**src/rtl/conv_ofmap_writer_if.sv**
```systemverilog
// Result-stream input and memory write request bundle for conv_ofmap_writer.
// master: the writer block itself; slave: the datapath/arbiter side.
interface conv_ofmap_writer_if #(
  parameter int DATA_WIDTH     = 16,
  parameter int OUT_ADDR_WIDTH = 12
);
  logic                      in_valid;
  logic                      in_ready;
  logic [DATA_WIDTH-1:0]     in_data;
  logic                      wr_en;
  logic                      wr_ready;
  logic [OUT_ADDR_WIDTH-1:0] wr_addr;
  logic [DATA_WIDTH-1:0]     wr_data;

  modport master (
    input  in_valid, in_data, wr_ready,
    output in_ready, wr_en, wr_addr, wr_data
  );

  modport slave (
    output in_valid, in_data, wr_ready,
    input  in_ready, wr_en, wr_addr, wr_data
  );
endinterface

```
**src/rtl/conv_ofmap_writer.sv**
```systemverilog
// Output feature map write address generator: takes the raster-ordered
// result stream (col, then row, then map) and issues one registered
// single-word write per pixel toward the memory arbiter.
module conv_ofmap_writer #(
  parameter int OUT_FEATURE_WIDTH = 32,
  parameter int NUM_ONEMULT       = 1,
  parameter int DATA_WIDTH        = 16,
  parameter int OUT_ADDR_WIDTH    = 12,
  parameter int BASE_ADDR         = 0
) (
  input  logic                clk,
  input  logic                reset,
  input  logic                start,
  conv_ofmap_writer_if.master bus,
  output logic                busy,
  output logic                done
);

  localparam int W  = OUT_FEATURE_WIDTH;
  localparam int M  = NUM_ONEMULT;
  localparam int CW = (W > 1) ? $clog2(W) : 1;
  localparam int MW = (M > 1) ? $clog2(M) : 1;
  localparam int AW = OUT_ADDR_WIDTH;

  typedef enum logic [1:0] {
    IDLE,
    RUN,
    DRAIN
  } state_t;

  state_t                state_q, state_d;
  logic [CW-1:0]         col_q, col_d;
  logic [CW-1:0]         row_q, row_d;
  logic [MW-1:0]         map_q, map_d;
  logic                  wr_en_q, wr_en_d;
  logic [AW-1:0]         wr_addr_q, wr_addr_d;
  logic [DATA_WIDTH-1:0] wr_data_q, wr_data_d;
  logic                  done_q, done_d;

  logic          in_ready;
  logic          accept;
  logic          wr_fire;
  logic          last_col, last_row, last_map;
  logic [AW-1:0] lin_addr;

  assign last_col = (col_q == CW'(W - 1));
  assign last_row = (row_q == CW'(W - 1));
  assign last_map = (map_q == MW'(M - 1));

  // Address arithmetic is done modulo 2^AW per term, which equals the
  // full-width sum truncated to AW bits.
  assign lin_addr = AW'(BASE_ADDR) + AW'(map_q) * AW'(W * W)
                  + AW'(row_q) * AW'(W) + AW'(col_q);

  assign in_ready = (state_q == RUN) && (!wr_en_q || bus.wr_ready);
  assign accept   = bus.in_valid && in_ready;
  assign wr_fire  = wr_en_q && bus.wr_ready;

  // Next-state, counter advance and output register load
  always_comb begin
    state_d   = state_q;
    col_d     = col_q;
    row_d     = row_q;
    map_d     = map_q;
    wr_en_d   = wr_en_q;
    wr_addr_d = wr_addr_q;
    wr_data_d = wr_data_q;
    done_d    = 1'b0;

    if (wr_fire) begin
      wr_en_d = 1'b0;
    end

    case (state_q)
      IDLE: begin
        if (start) begin
          state_d = RUN;
          col_d   = '0;
          row_d   = '0;
          map_d   = '0;
        end
      end
      RUN: begin
        if (accept) begin
          wr_en_d   = 1'b1;
          wr_addr_d = lin_addr;
          wr_data_d = bus.in_data;
          if (last_col && last_row && last_map) begin
            state_d = DRAIN;
          end else if (!last_col) begin
            col_d = col_q + CW'(1);
          end else begin
            col_d = '0;
            if (!last_row) begin
              row_d = row_q + CW'(1);
            end else begin
              row_d = '0;
              map_d = map_q + MW'(1);
            end
          end
        end
      end
      DRAIN: begin
        if (!wr_en_q || bus.wr_ready) begin
          state_d = IDLE;
          done_d  = 1'b1;
        end
      end
      default: state_d = IDLE;
    endcase
  end

  // State, counters and output register
  always_ff @(posedge clk or posedge reset) begin
    if (reset) begin
      state_q   <= IDLE;
      col_q     <= '0;
      row_q     <= '0;
      map_q     <= '0;
      wr_en_q   <= 1'b0;
      wr_addr_q <= '0;
      wr_data_q <= '0;
      done_q    <= 1'b0;
    end else begin
      state_q   <= state_d;
      col_q     <= col_d;
      row_q     <= row_d;
      map_q     <= map_d;
      wr_en_q   <= wr_en_d;
      wr_addr_q <= wr_addr_d;
      wr_data_q <= wr_data_d;
      done_q    <= done_d;
    end
  end

  assign bus.in_ready = in_ready;
  assign bus.wr_en    = wr_en_q;
  assign bus.wr_addr  = wr_addr_q;
  assign bus.wr_data  = wr_data_q;
  assign busy         = (state_q != IDLE);
  assign done         = done_q;

endmodule
```
**src/flat_wrapper.sv**
```systemverilog
// flat-port wrapper written by rule: the top's interface ports become plain ports
module conv_ofmap_writer_flat 
#(
  parameter int OUT_FEATURE_WIDTH = 32,
  parameter int NUM_ONEMULT       = 1,
  parameter int DATA_WIDTH        = 16,
  parameter int OUT_ADDR_WIDTH    = 12,
  parameter int BASE_ADDR         = 0
)
  (clk, reset, start, busy, done, bus_in_valid, bus_in_data, bus_wr_ready, bus_in_ready, bus_wr_en, bus_wr_addr, bus_wr_data);
  conv_ofmap_writer_if #(.DATA_WIDTH(DATA_WIDTH), .OUT_ADDR_WIDTH(OUT_ADDR_WIDTH)) bus_i ();
  input  logic clk;
  input  logic reset;
  input  logic start;
  output logic busy;
  output logic done;
  input wire logic [$bits(bus_i.in_valid)-1:0] bus_in_valid;
  input wire logic [$bits(bus_i.in_data)-1:0] bus_in_data;
  input wire logic [$bits(bus_i.wr_ready)-1:0] bus_wr_ready;
  output wire logic [$bits(bus_i.in_ready)-1:0] bus_in_ready;
  output wire logic [$bits(bus_i.wr_en)-1:0] bus_wr_en;
  output wire logic [$bits(bus_i.wr_addr)-1:0] bus_wr_addr;
  output wire logic [$bits(bus_i.wr_data)-1:0] bus_wr_data;
  assign bus_i.in_valid = bus_in_valid;
  assign bus_i.in_data = bus_in_data;
  assign bus_i.wr_ready = bus_wr_ready;
  assign bus_in_ready = bus_i.in_ready;
  assign bus_wr_en = bus_i.wr_en;
  assign bus_wr_addr = bus_i.wr_addr;
  assign bus_wr_data = bus_i.wr_data;
  conv_ofmap_writer #(.OUT_FEATURE_WIDTH(OUT_FEATURE_WIDTH), .NUM_ONEMULT(NUM_ONEMULT), .DATA_WIDTH(DATA_WIDTH), .OUT_ADDR_WIDTH(OUT_ADDR_WIDTH), .BASE_ADDR(BASE_ADDR)) u_core (.clk(clk), .reset(reset), .start(start), .bus(bus_i), .busy(busy), .done(done));
endmodule
```
**config.mk**
```make
export PLATFORM = sky130hd
export DESIGN_NAME = conv_ofmap_writer_flat
export DESIGN_NICKNAME = d
export VERILOG_FILES = /design/src/rtl/conv_ofmap_writer_if.sv /design/src/rtl/conv_ofmap_writer.sv /design/src/flat_wrapper.sv
export SDC_FILE = /design/constraint.sdc
export NUM_CORES = 1
export LEC_CHECK = 0
export CAP_MARGIN = 20
export CORE_ASPECT_RATIO = 1.2
export CORE_UTILIZATION = 38
export DETAILED_ROUTE_END_ITERATION = 16
export PLACE_DENSITY = 0.65
export SLEW_MARGIN = 20
export SYNTH_ARGS = -nofsm -noshare
export SYNTH_HDL_FRONTEND = slang
export SYNTH_SLANG_ARGS = --single-unit
```
**constraint.sdc**
```tcl
create_clock -name clk -period 3.1 [get_ports clk]
set_input_delay 0.465 -clock clk [delete_from_list [all_inputs] [get_ports clk]]
set_output_delay 0.465 -clock clk [all_outputs]
set_load 0.05 [all_outputs]
```
==> metrics.md, run 1 <==
| Metric | Value |
|---|---|
| Status | `finished, final reports clean` |
| Drt first pass iters | `4` |
| Starting Density | `39.7%` |
| Post-synth EDFFs | `0` |
| Die Area | `0.00549 mm²` |
| DR vias | `1,359` |
| Routed WL | `3900 µm` |
| Synth async-reset ratio | `100%` |
| Wire per inst | `15.1 µm` |
| Reg2reg setup slack | `roughly 900 ps` |
| Post-CTS setup buffer count | `0` |
| Reg2Reg Launch Point | `u_core.col_q[0]` |
| Pre-CTS WS | `708 ps` |
| Final period util | `about four fifths` |
| Syn-to-layout area delta | `32.4%` |
| Worst setup EP type | `output pin` |
| Worst-path clk slew | `80 ps` |
| Seq/Total Area, Yosys | `a little over half` |
| # setup viols final | `0` |
| First-pass GRT wire length | `6190 µm` |
| Final hold vios | `0` |
| Reg2Reg Depth | `7` |
| Area of the core | `0.00497 mm²` |
| Syn Area/Cell | `13.7 µm²` |
| Worst-path maximum fanout | `10` |
| Grt total ovfl | `0` |
| PD cells | `~630 mW/mm²` |
| CP Data Required Time | `2630 ps` |
| CP Class | `flip-flop to output pin` |
| M1 WL | `1590 µm` |
| Detailed Place HPWL | `roughly 2800 µm` |
| Leading area contributor after synthesis | `dfrtp_1` |
| Maxcap violations | `0` |
| Remaining design rule violation count | `0` |
| IO buf count | `51` |
| Die H | `a little over 80 µm` |
| Hold Startpoint | `u_core.bus.wr_data[4]` |
| Ant diodes | `0` |
| Yosys cell types | `38` |
| 1st-iter DRT viols | `26` |
| Most common cell after layout, fill and taps aside | `clkdlybuf4s50_1` |
| GP Congestion | `0.810` |
| Final Critical Period | `about 2500 ps` |
| Final setup TNS | `0 ps` |
| Cells after synthesis | `144` |
| Routed length on met3 | `206 µm` |
| Cell Area, Synth | `0.00197 mm²` |
| Final worst slack | `between 500 and 600 ps` |
| Post-synthesis net count | `169` |
| NumNets Final | `222` |
| VDD IR max | `0.197 mV` |
| # hold bufs at CTS | `0` |
| Die Width | `around 68 µm` |
| H-tree levels | `2` |
| Highest routed layer | `met4` |
| CTS sink cnt | `42` |
| Synth Register Bits | `42` |
| Placement row count | `28` |
| Vias in the first global route | `roughly 1,400` |
| Skew-Pair Late Insertion Delay | `290 ps` |
| Fmax | `400 MHz` |
| Met2 wire len | `2050 µm` |
| Yosys warnings | `0` |
| Most frequent cells in the layout | `clkdlybuf4s50_1 (51), dfrtp_1 (42), mux2_4 (20)` |
| Worst-case hold path end point | `u_core.bus.wr_data[4]` |
| RSZ-0062 raised after global routing | `false` |
| Worst Path Arrival | `2040 ps` |
| Ys flop type | `dfrtp_1` |
| Synth top area share | `53.2%` |
| GRT Total Usage | `between 10% and 20%` |
| Clock Skew | `5.78 ps` |
| Worst slew pin tran | `723 ps` |
| Reg-to-Reg End | `u_core.row_q[0]` |
| Worst hold path depth | `1` |
| Largest net degree at the start of global routing | `28` |
| CTS root buf | `clkbuf_8` |
| Antenna violations before repair | `0` |
| CTS resizes | `0` |
| Max Transition Viols Final | `0` |
| Pwr Total | `1.64 mW` |
| Slew headroom | `51.8%` |
| CTS Buffer Depth | `2` |
| Antenna-violating nets left | `0` |
| Fraction of layout cells with a size suffix above 1 | `22.7%` |
| Vias per cell | `5.27` |
| Synth top area cells | `dfrtp_1 (53%), mux2_4 (15%), mux2_2 (4.0%), a22o_1 (2.7%), ha_1 (2.5%)` |
| HP Class | `flip-flop to flip-flop` |
| Post-layout util | `52.5%` |
| Startpoint Class | `flip-flop` |
| I/O pin cnt | `53` |
| CTS buffer count | `5` |
| Lkg Pwr | `1.19 nW` |
| CTS tree | `built` |
==> metrics by stage <==
stage | std cells | hold slack (ps) | instance area [µm²]
global route | 258 | 526 | 2610
CTS | 258 | 514 | 2610
global placement | 250 | 488 | 2520
detailed placement | 250 | 491 | 2520
finish | 258 | 511 | 2610
floorplan | 144 | 487 | 1970
==> synth_stat cells (2+ instances only) <==
cell type / number
nand3_1: 7
buf_2: 2
dfrtp_1: 42
nand2b_1: 2
a22o_1: 6
o211ai_1: 5
nor2_1: 6
a21oi_1: 2
buf_12: 2
nand2_1: 7
a31oi_1: 2
mux2_2: 7
nor4_1: 2
nand2b_4: 2
mux2_4: 20
and3_1: 3
o21ai_1: 2
nor3_2: 2
ha_1: 4
==> registers in the layout (all words and copies together) (netlist names) <==
register	count
u_core.map_q	1
u_core.bus.wr_data	16
u_core.done	1
u_core.col_q	5
u_core.state_q	2
u_core.bus.wr_addr	11
u_core.bus.wr_en	1
u_core.row_q	5
==> power breakdown <==
group	internal [mW]	total, mW	switching (mW)
Clock	0.179	0.367	0.188
Sequential	0.635	0.707	0.0713
Combinational	0.244	0.571	0.327
==> how the worst max path moves through the flow <==
stage,to,slack (ps),from,cells past startpoint
CTS,bus_in_ready,580,u_core.state_q[1],3
floorplan,u_core.col_q[0],1150,u_core.row_q[0],8
detailed placement,bus_in_ready,710,bus_wr_ready,4
global placement,bus_in_ready,750,bus_wr_ready,4
global route,bus_in_ready,510,u_core.state_q[1],3
finish,bus_in_ready,600,u_core.state_q[1],3
==> logic make-up (layout without fill, tap and decap cells) <==
group / Yosys count / count (layout) / synth area share, %
flip-flops: 42 / 42 / 53.2
AND/OR/NAND/NOR: 41 / 41 / 13.4
multiplexers: 27 / 27 / 19.2
AO/OA/AOI/OAI: 22 / 22 / 8.11
buffers and inverters: 7 / 61 / 3.30
adder cells (fa/ha/maj): 4 / 4 / 2.53
other: 1 / 1 / 0.190
==> per-layer routing <==
| layer | vias to the layer above | GRT usage, % |
|---|---|---|
| met1 | 677 | 17.2 |
| met5 | - | 0 |
| li1 | 635 | - |
| met2 | 41 | 26.2 |
| met3 | 6 | 4.07 |
| met4 | 0 | 6.67 |
==> cell type report <==
| class | instances | area, µm² |
|---|---|---|
| timing repair buffer | 52 | 531 |
| tap | 60 | 75.1 |
| sequential | 42 | 1050 |
| fill | 446 | 2360 |
| multi-input combinational | 95 | 858 |
| clock buffer | 6 | 82.6 |
| clock inverter | 2 | 12.5 |
| inverter | 1 | 3.75 |
==> worst max-delay path, stage by stage (launching register included) <==
cell,delay [ps]
dfrtp_1,420
nand2b_1,340
nor2_1,170
clkdlybuf4s50_1,820
Note: power is estimated with default switching activity, not from simulation.
==> run 2: changes to the inputs <==
--- a/config.mk
+++ b/config.mk
@@ -9,7 +9,7 @@
 export CORE_ASPECT_RATIO = 1.2
 export CORE_UTILIZATION = 38
 export DETAILED_ROUTE_END_ITERATION = 16
-export PLACE_DENSITY = 0.65
+export PLACE_DENSITY = 0.68
 export SLEW_MARGIN = 20
 export SYNTH_ARGS = -nofsm -noshare
 export SYNTH_HDL_FRONTEND = slang
==> constraint.sdc (replaced) <==
create_clock -name clk -period 2.2 [get_ports clk]
set_input_delay 0.33 -clock clk [delete_from_list [all_inputs] [get_ports clk]]
set_output_delay 0.33 -clock clk [all_outputs]
set_load 0.05 [all_outputs]
==> run 2 against run 1 <==
  * Sequential power up 41%
  * Combinational power increased by 43%
  * Register-to-register slack got worse by 720 ps
  * Worst setup slack lost 460 ps
  * Critical endpoint is now busy
  * Largest power group unchanged
==> metrics.md, run 2 (same netlist as run 1, synthesis figures left out) <==
| Metric | Value |
|---|---|
| Status | `finished, final reports clean` |
| CTS tree | `built` |
| Reg2reg setup slack | `180 ps (-720 ps)` |
| CTS Buffer Depth | `2 (unchanged)` |
| Pre-CTS WS | `67.9 ps (-640 ps)` |
| Skew-Pair Late Insertion Delay | `290 ps (about the same)` |
| Ant diodes | `0 (unchanged)` |
| PD cells | `913 mW/mm² (+45%)` |
| Worst slew pin tran | `518 ps (-205 ps)` |
| CTS buffer count | `5 (unchanged)` |
| Max FFs per register | `16 (unchanged)` |
| Drt first pass iters | `4 (unchanged)` |
| HP Class | `input pin to async pin` |
| Highest routed layer | `met4` |
| Routed WL | `4200 µm (+7.7%)` |
| Syn-to-layout area delta | `33.6%` |
| CP Data Required Time | `1870 ps (-760 ps)` |
| Final hold vios | `0 (unchanged)` |
| Worst-path maximum fanout | `7 (-3)` |
| Final period util | `93.9%` |
| Die Area | `0.00549 mm² (unchanged)` |
| Final setup TNS | `0 ps (unchanged)` |
| Fraction of layout cells with a size suffix above 1 | `23.1% (+0.39 points)` |
| GP Congestion | `0.814 (+0.51%)` |
| Max Transition Viols Final | `0 (unchanged)` |
| Area of the core | `0.00497 mm² (unchanged)` |
| Worst Path Arrival | `1740 ps (-300 ps)` |
| Maxcap violations | `0 (unchanged)` |
| Worst setup EP type | `output pin` |
| IO buf count | `51 (unchanged)` |
| Placed cell count | `251 (+0.40%)` |
| Hold WS | `480 ps (-31.1 ps)` |
| First-pass GRT wire length | `6720 µm (+8.6%)` |
| Wire per inst | `16.2 µm (+7.3%)` |
| VDD IR max | `0.361 mV (+83%)` |
| Vias in the first global route | `1,435 (+3.4%)` |
| RSZ-0062 raised after global routing | `false` |
| # hold bufs at CTS | `0 (unchanged)` |
| Grt total ovfl | `0 (unchanged)` |
| Die H | `81.0 µm (unchanged)` |
| Worst-path clk slew | `80 ps (about the same)` |
| Post-layout util | `53.0% (+0.48 points)` |
| Lkg Pwr | `1.20 nW (+0.94%)` |
| Most common cell after layout, fill and taps aside | `clkdlybuf4s50_1` |
| DR vias | `1,367 (+0.59%)` |
| Final Critical Period | `2070 ps` |
| CTS resizes | `0 (unchanged)` |
| CP Class | `flip-flop to output pin` |
| Met2 wire len | `2180 µm (+6.2%)` |
| Final worst slack | `134 ps (-463 ps)` |
| CTS root buf | `clkbuf_8` |
| Fin area | `0.00264 mm² (+0.91%)` |
| # setup viols final | `0 (unchanged)` |
| Antenna violations before repair | `0 (unchanged)` |
| Detailed Place HPWL | `2870 µm (+1.6%)` |
| Post-CTS setup buffer count | `0 (unchanged)` |
| Reg area | `0.00105 mm² (unchanged)` |
| Fin cells | `259 (+0.39%)` |
| Area of the multi-input gates | `866 µm² (+0.87%)` |
| Placed Area | `0.00252 mm² (+0.20%)` |
| 1st-iter DRT viols | `51 (+96%)` |
| Fmax | `484 MHz` |
| Slew headroom | `65.5% (+14 points)` |
| Most frequent cells in the layout | `clkdlybuf4s50_1 (50), dfrtp_1 (42), mux2_4 (20)` |
| Vias per cell | `5.28 (+0.20%)` |
| Largest net degree at the start of global routing | `43 (+54%)` |
| NumNets Final | `223 (+0.45%)` |
| Pwr Total | `2.41 mW (+46%)` |
| Starting Density | `39.7% (unchanged)` |
| Die Width | `67.8 µm (unchanged)` |
| Placement row count | `28 (unchanged)` |
| M1 WL | `1710 µm (+7.7%)` |
| Antenna-violating nets left | `0 (unchanged)` |
| I/O pin cnt | `53 (unchanged)` |
| Remaining design rule violation count | `0 (unchanged)` |
| Fill cells | `430 (-3.6%)` |
| Routed length on met3 | `260 µm (+26%)` |
| Clock Skew | `4.61 ps (-1.17 ps)` |
| Startpoint Class | `flip-flop` |
| CTS sink cnt | `42 (unchanged)` |
| GRT Total Usage | `16.4% (+1.2 points)` |
| H-tree levels | `2 (unchanged)` |
run 2: report_power, final:
part / switching [mW] / internal (mW) / leakage (nW)
Combinational: 0.468 / 0.346 / 0.617
Clock: 0.254 / 0.340 / 0.0524
Sequential: 0.106 / 0.895 / 0.529
run 2: layer usage:
layer  vias to the layer above  track usage [%]
li1                        629                -
met5                         -                0
met2                        53             28.6
met3                         7             4.49
met1                       678             18.7
met4                         0             6.25
run 2: final timing paths:
path                            depth (start not counted)                  start                endpoint
worst max-delay path                                    2      u_core.state_q[0]                    busy
worst min-delay path                                    3                  reset  u_core.bus.wr_data[13]
min in group clk                                        1  u_core.bus.wr_data[6]   u_core.bus.wr_data[6]
worst min register to register                          1  u_core.bus.wr_data[6]   u_core.bus.wr_data[6]
max in group asynchronous                               3                  reset         u_core.col_q[3]
worst max register to register                          7        u_core.col_q[0]         u_core.col_q[4]
run 2: final cells by class:
class | count | share of cell area [%]
multi-input cells | 95 | 32.8
flip-flops and latches | 42 | 39.8
inverters | 1 | 0.142
clock buffers | 7 | 2.89
well taps | 60 | 2.85
repair buffers | 53 | 20.3
clock inverters | 1 | 1.14
run 2: worst max-delay path: stages (launching register included):
cell             delay (ps)
dfrtp_1                 450
or2_2                   300
clkdlybuf4s50_1         700
==> run 3: changes to the inputs <==
--- a/config.mk
+++ b/config.mk
@@ -8,6 +8,7 @@
 export CAP_MARGIN = 20
 export CORE_ASPECT_RATIO = 1.2
 export CORE_UTILIZATION = 38
+export CTS_BUF_LIST = sky130_fd_sc_hd__clkbuf_8
 export DETAILED_ROUTE_END_ITERATION = 16
 export PLACE_DENSITY = 0.68
 export SLEW_MARGIN = 20
==> run 3 against run 2 <==
  * Register-to-register slack about the same
  * Global-route usage unchanged
  * Non-clock buffer count did not move
  * Critical path type unchanged
==> metrics.md, run 3 (same netlist as run 1, synthesis figures left out) <==
| Metric | Value |
|---|---|
| CTS sink cnt | `42 (unchanged)` |
| Max FFs per register | `16 (unchanged)` |
| Starting Density | `39.7% (unchanged)` |
| Buf+Inv Stages, Crit Path | `1 (unchanged)` |
| PD cells | `910 mW/mm² (-0.36%)` |
| Most common cell after layout, fill and taps aside | `clkdlybuf4s50_1` |
| Syn-to-layout area delta | `33.6% (unchanged)` |
| Fmax | `484 MHz (about the same)` |
| Largest net degree at the start of global routing | `43 (unchanged)` |
| # hold bufs at CTS | `0 (unchanged)` |
| Clock Skew | `4.61 ps (+0.0000300 ps)` |
| NumNets Final | `223 (unchanged)` |
| Final setup TNS | `0 ps (unchanged)` |
| Worst setup EP type | `output pin` |
| Placed cell count | `251 (unchanged)` |
| Pwr Total | `2.40 mW (-0.36%)` |
| CTS tree | `built` |
| Startpoint Class | `flip-flop` |
| RSZ-0062 raised after global routing | `false` |
| Worst slew pin tran | `518 ps (unchanged)` |
| Remaining design rule violation count | `0 (unchanged)` |
| Max Transition Viols Final | `0 (unchanged)` |
| Pre-CTS WS | `67.9 ps (unchanged)` |
| Die Width | `67.8 µm (unchanged)` |
| I/O pin cnt | `53 (unchanged)` |
| Post-layout util | `53.0% (unchanged)` |
| CTS Buffer Depth | `2 (unchanged)` |
| Vias in the first global route | `1,435 (unchanged)` |
| Ant diodes | `0 (unchanged)` |
| Final worst slack | `134 ps (+0.0290 ps)` |
| CTS root buf | `clkbuf_8` |
| CTS buffer count | `5 (unchanged)` |
| Skew-Pair Late Insertion Delay | `290 ps (about the same)` |
| Area of the core | `0.00497 mm² (unchanged)` |
| H-tree levels | `2 (unchanged)` |
| GP Congestion | `0.814 (unchanged)` |
| CP Data Required Time | `1870 ps (about the same)` |
| VDD IR max | `0.352 mV (-2.4%)` |
| HP Class | `input pin to async pin` |
| Vias per cell | `5.28 (about the same)` |
| Post-CTS setup buffer count | `0 (unchanged)` |
| GRT Total Usage | `16.4% (unchanged)` |
| 1st-iter DRT viols | `51 (unchanged)` |
| Detailed Place HPWL | `2870 µm (unchanged)` |
| Worst Path Arrival | `1740 ps (about the same)` |
| Antenna violations before repair | `0 (unchanged)` |
| Hold WS | `480 ps (+0.0290 ps)` |
| Die H | `81.0 µm (unchanged)` |
| Placed Area | `0.00252 mm² (unchanged)` |
| Final period util | `93.9% (about the same)` |
| Status | `finished, final reports clean` |
| Slew headroom | `65.5% (unchanged)` |
| Final hold vios | `0 (unchanged)` |
| CTS resizes | `0 (unchanged)` |
| # setup viols final | `0 (unchanged)` |
| Worst path max stage delay | `700 ps (about the same)` |
| DR vias | `1,368 (+0.073%)` |
| Antenna-violating nets left | `0 (unchanged)` |
| Fraction of layout cells with a size suffix above 1 | `23.1% (unchanged)` |
| Wire per inst | `16.2 µm (about the same)` |
| Drt first pass iters | `4 (unchanged)` |
| Lkg Pwr | `1.21 nW (+0.69%)` |
| Routed WL | `4200 µm (about the same)` |
| IO buf count | `51 (unchanged)` |
| Fin area | `0.00264 mm² (unchanged)` |
| Most frequent cells in the layout | `clkdlybuf4s50_1 (50), dfrtp_1 (42), mux2_4 (20)` |
| First-pass GRT wire length | `6720 µm (unchanged)` |
| Placement row count | `28 (unchanged)` |
| Maxcap violations | `0 (unchanged)` |
| Worst-path maximum fanout | `7 (unchanged)` |
| Worst-path clk slew | `80 ps (about the same)` |
| Grt total ovfl | `0 (unchanged)` |
| Final Critical Period | `2070 ps (-0.0290 ps)` |
| CP Class | `flip-flop to output pin` |
| Fin cells | `259 (unchanged)` |
| Die Area | `0.00549 mm² (unchanged)` |
| Crit-path slowest cell | `clkdlybuf4s50_1` |
| Cell Chain, Critical Path | `or2_2, clkdlybuf4s50_1` |
| Top delay family on crit path | `buffers and inverters` |
==> run 3: worst register-to-register path: stages, from the launching register on <==
cell	delay [ps]
dfrtp_1	450
ha_1	260
and3_1	200
ha_2	250
and4b_1	240
nor2_4	170
o21ai_1	130
a22o_1	210
==> run 3: report_power, final <==
| group | switching [mW] | internal [mW] | total, mW |
|---|---|---|---|
| sequential | 0.106 | 0.895 | 1.00 |
| clock | 0.255 | 0.330 | 0.585 |
| combinational | 0.468 | 0.346 | 0.814 |
| total | 0.829 | 1.57 | 2.40 |
==> run 3: cell type report <==
| class | count | area (µm²) |
|---|---|---|
| clock buffers | 5 | 68.8 |
| clock inverters | 3 | 37.5 |
| fillers | 430 | 2340 |
| inverters | 1 | 3.75 |
| multi-input cells | 95 | 866 |
| flip-flops and latches | 42 | 1050 |
| well taps | 60 | 75.1 |
| repair buffers | 53 | 536 |
==> run 3: metal layers <==
metal / track usage (%) / routed length, µm / vias up
met3: 4.49 / 260 / 7
met1: 18.7 / 1710 / 679
met5: 0 / 0 / -
met2: 28.6 / 2180 / 53
li1: - / - / 629
met4: 6.25 / 51 / 0
==> run 3: final timing paths <==
path | from | endpoint | slack [ps] | cells after the start
min | reset | u_core.bus.wr_data[13] | 480 | 3
min reg2reg | u_core.bus.wr_data[6] | u_core.bus.wr_data[6] | 510 | 1
max | u_core.state_q[0] | busy | 130 | 2
max in group asynchronous | reset | u_core.col_q[3] | 1360 | 3
min in group clk | u_core.bus.wr_data[6] | u_core.bus.wr_data[6] | 510 | 1
max reg2reg | u_core.col_q[0] | u_core.col_q[4] | 180 | 7
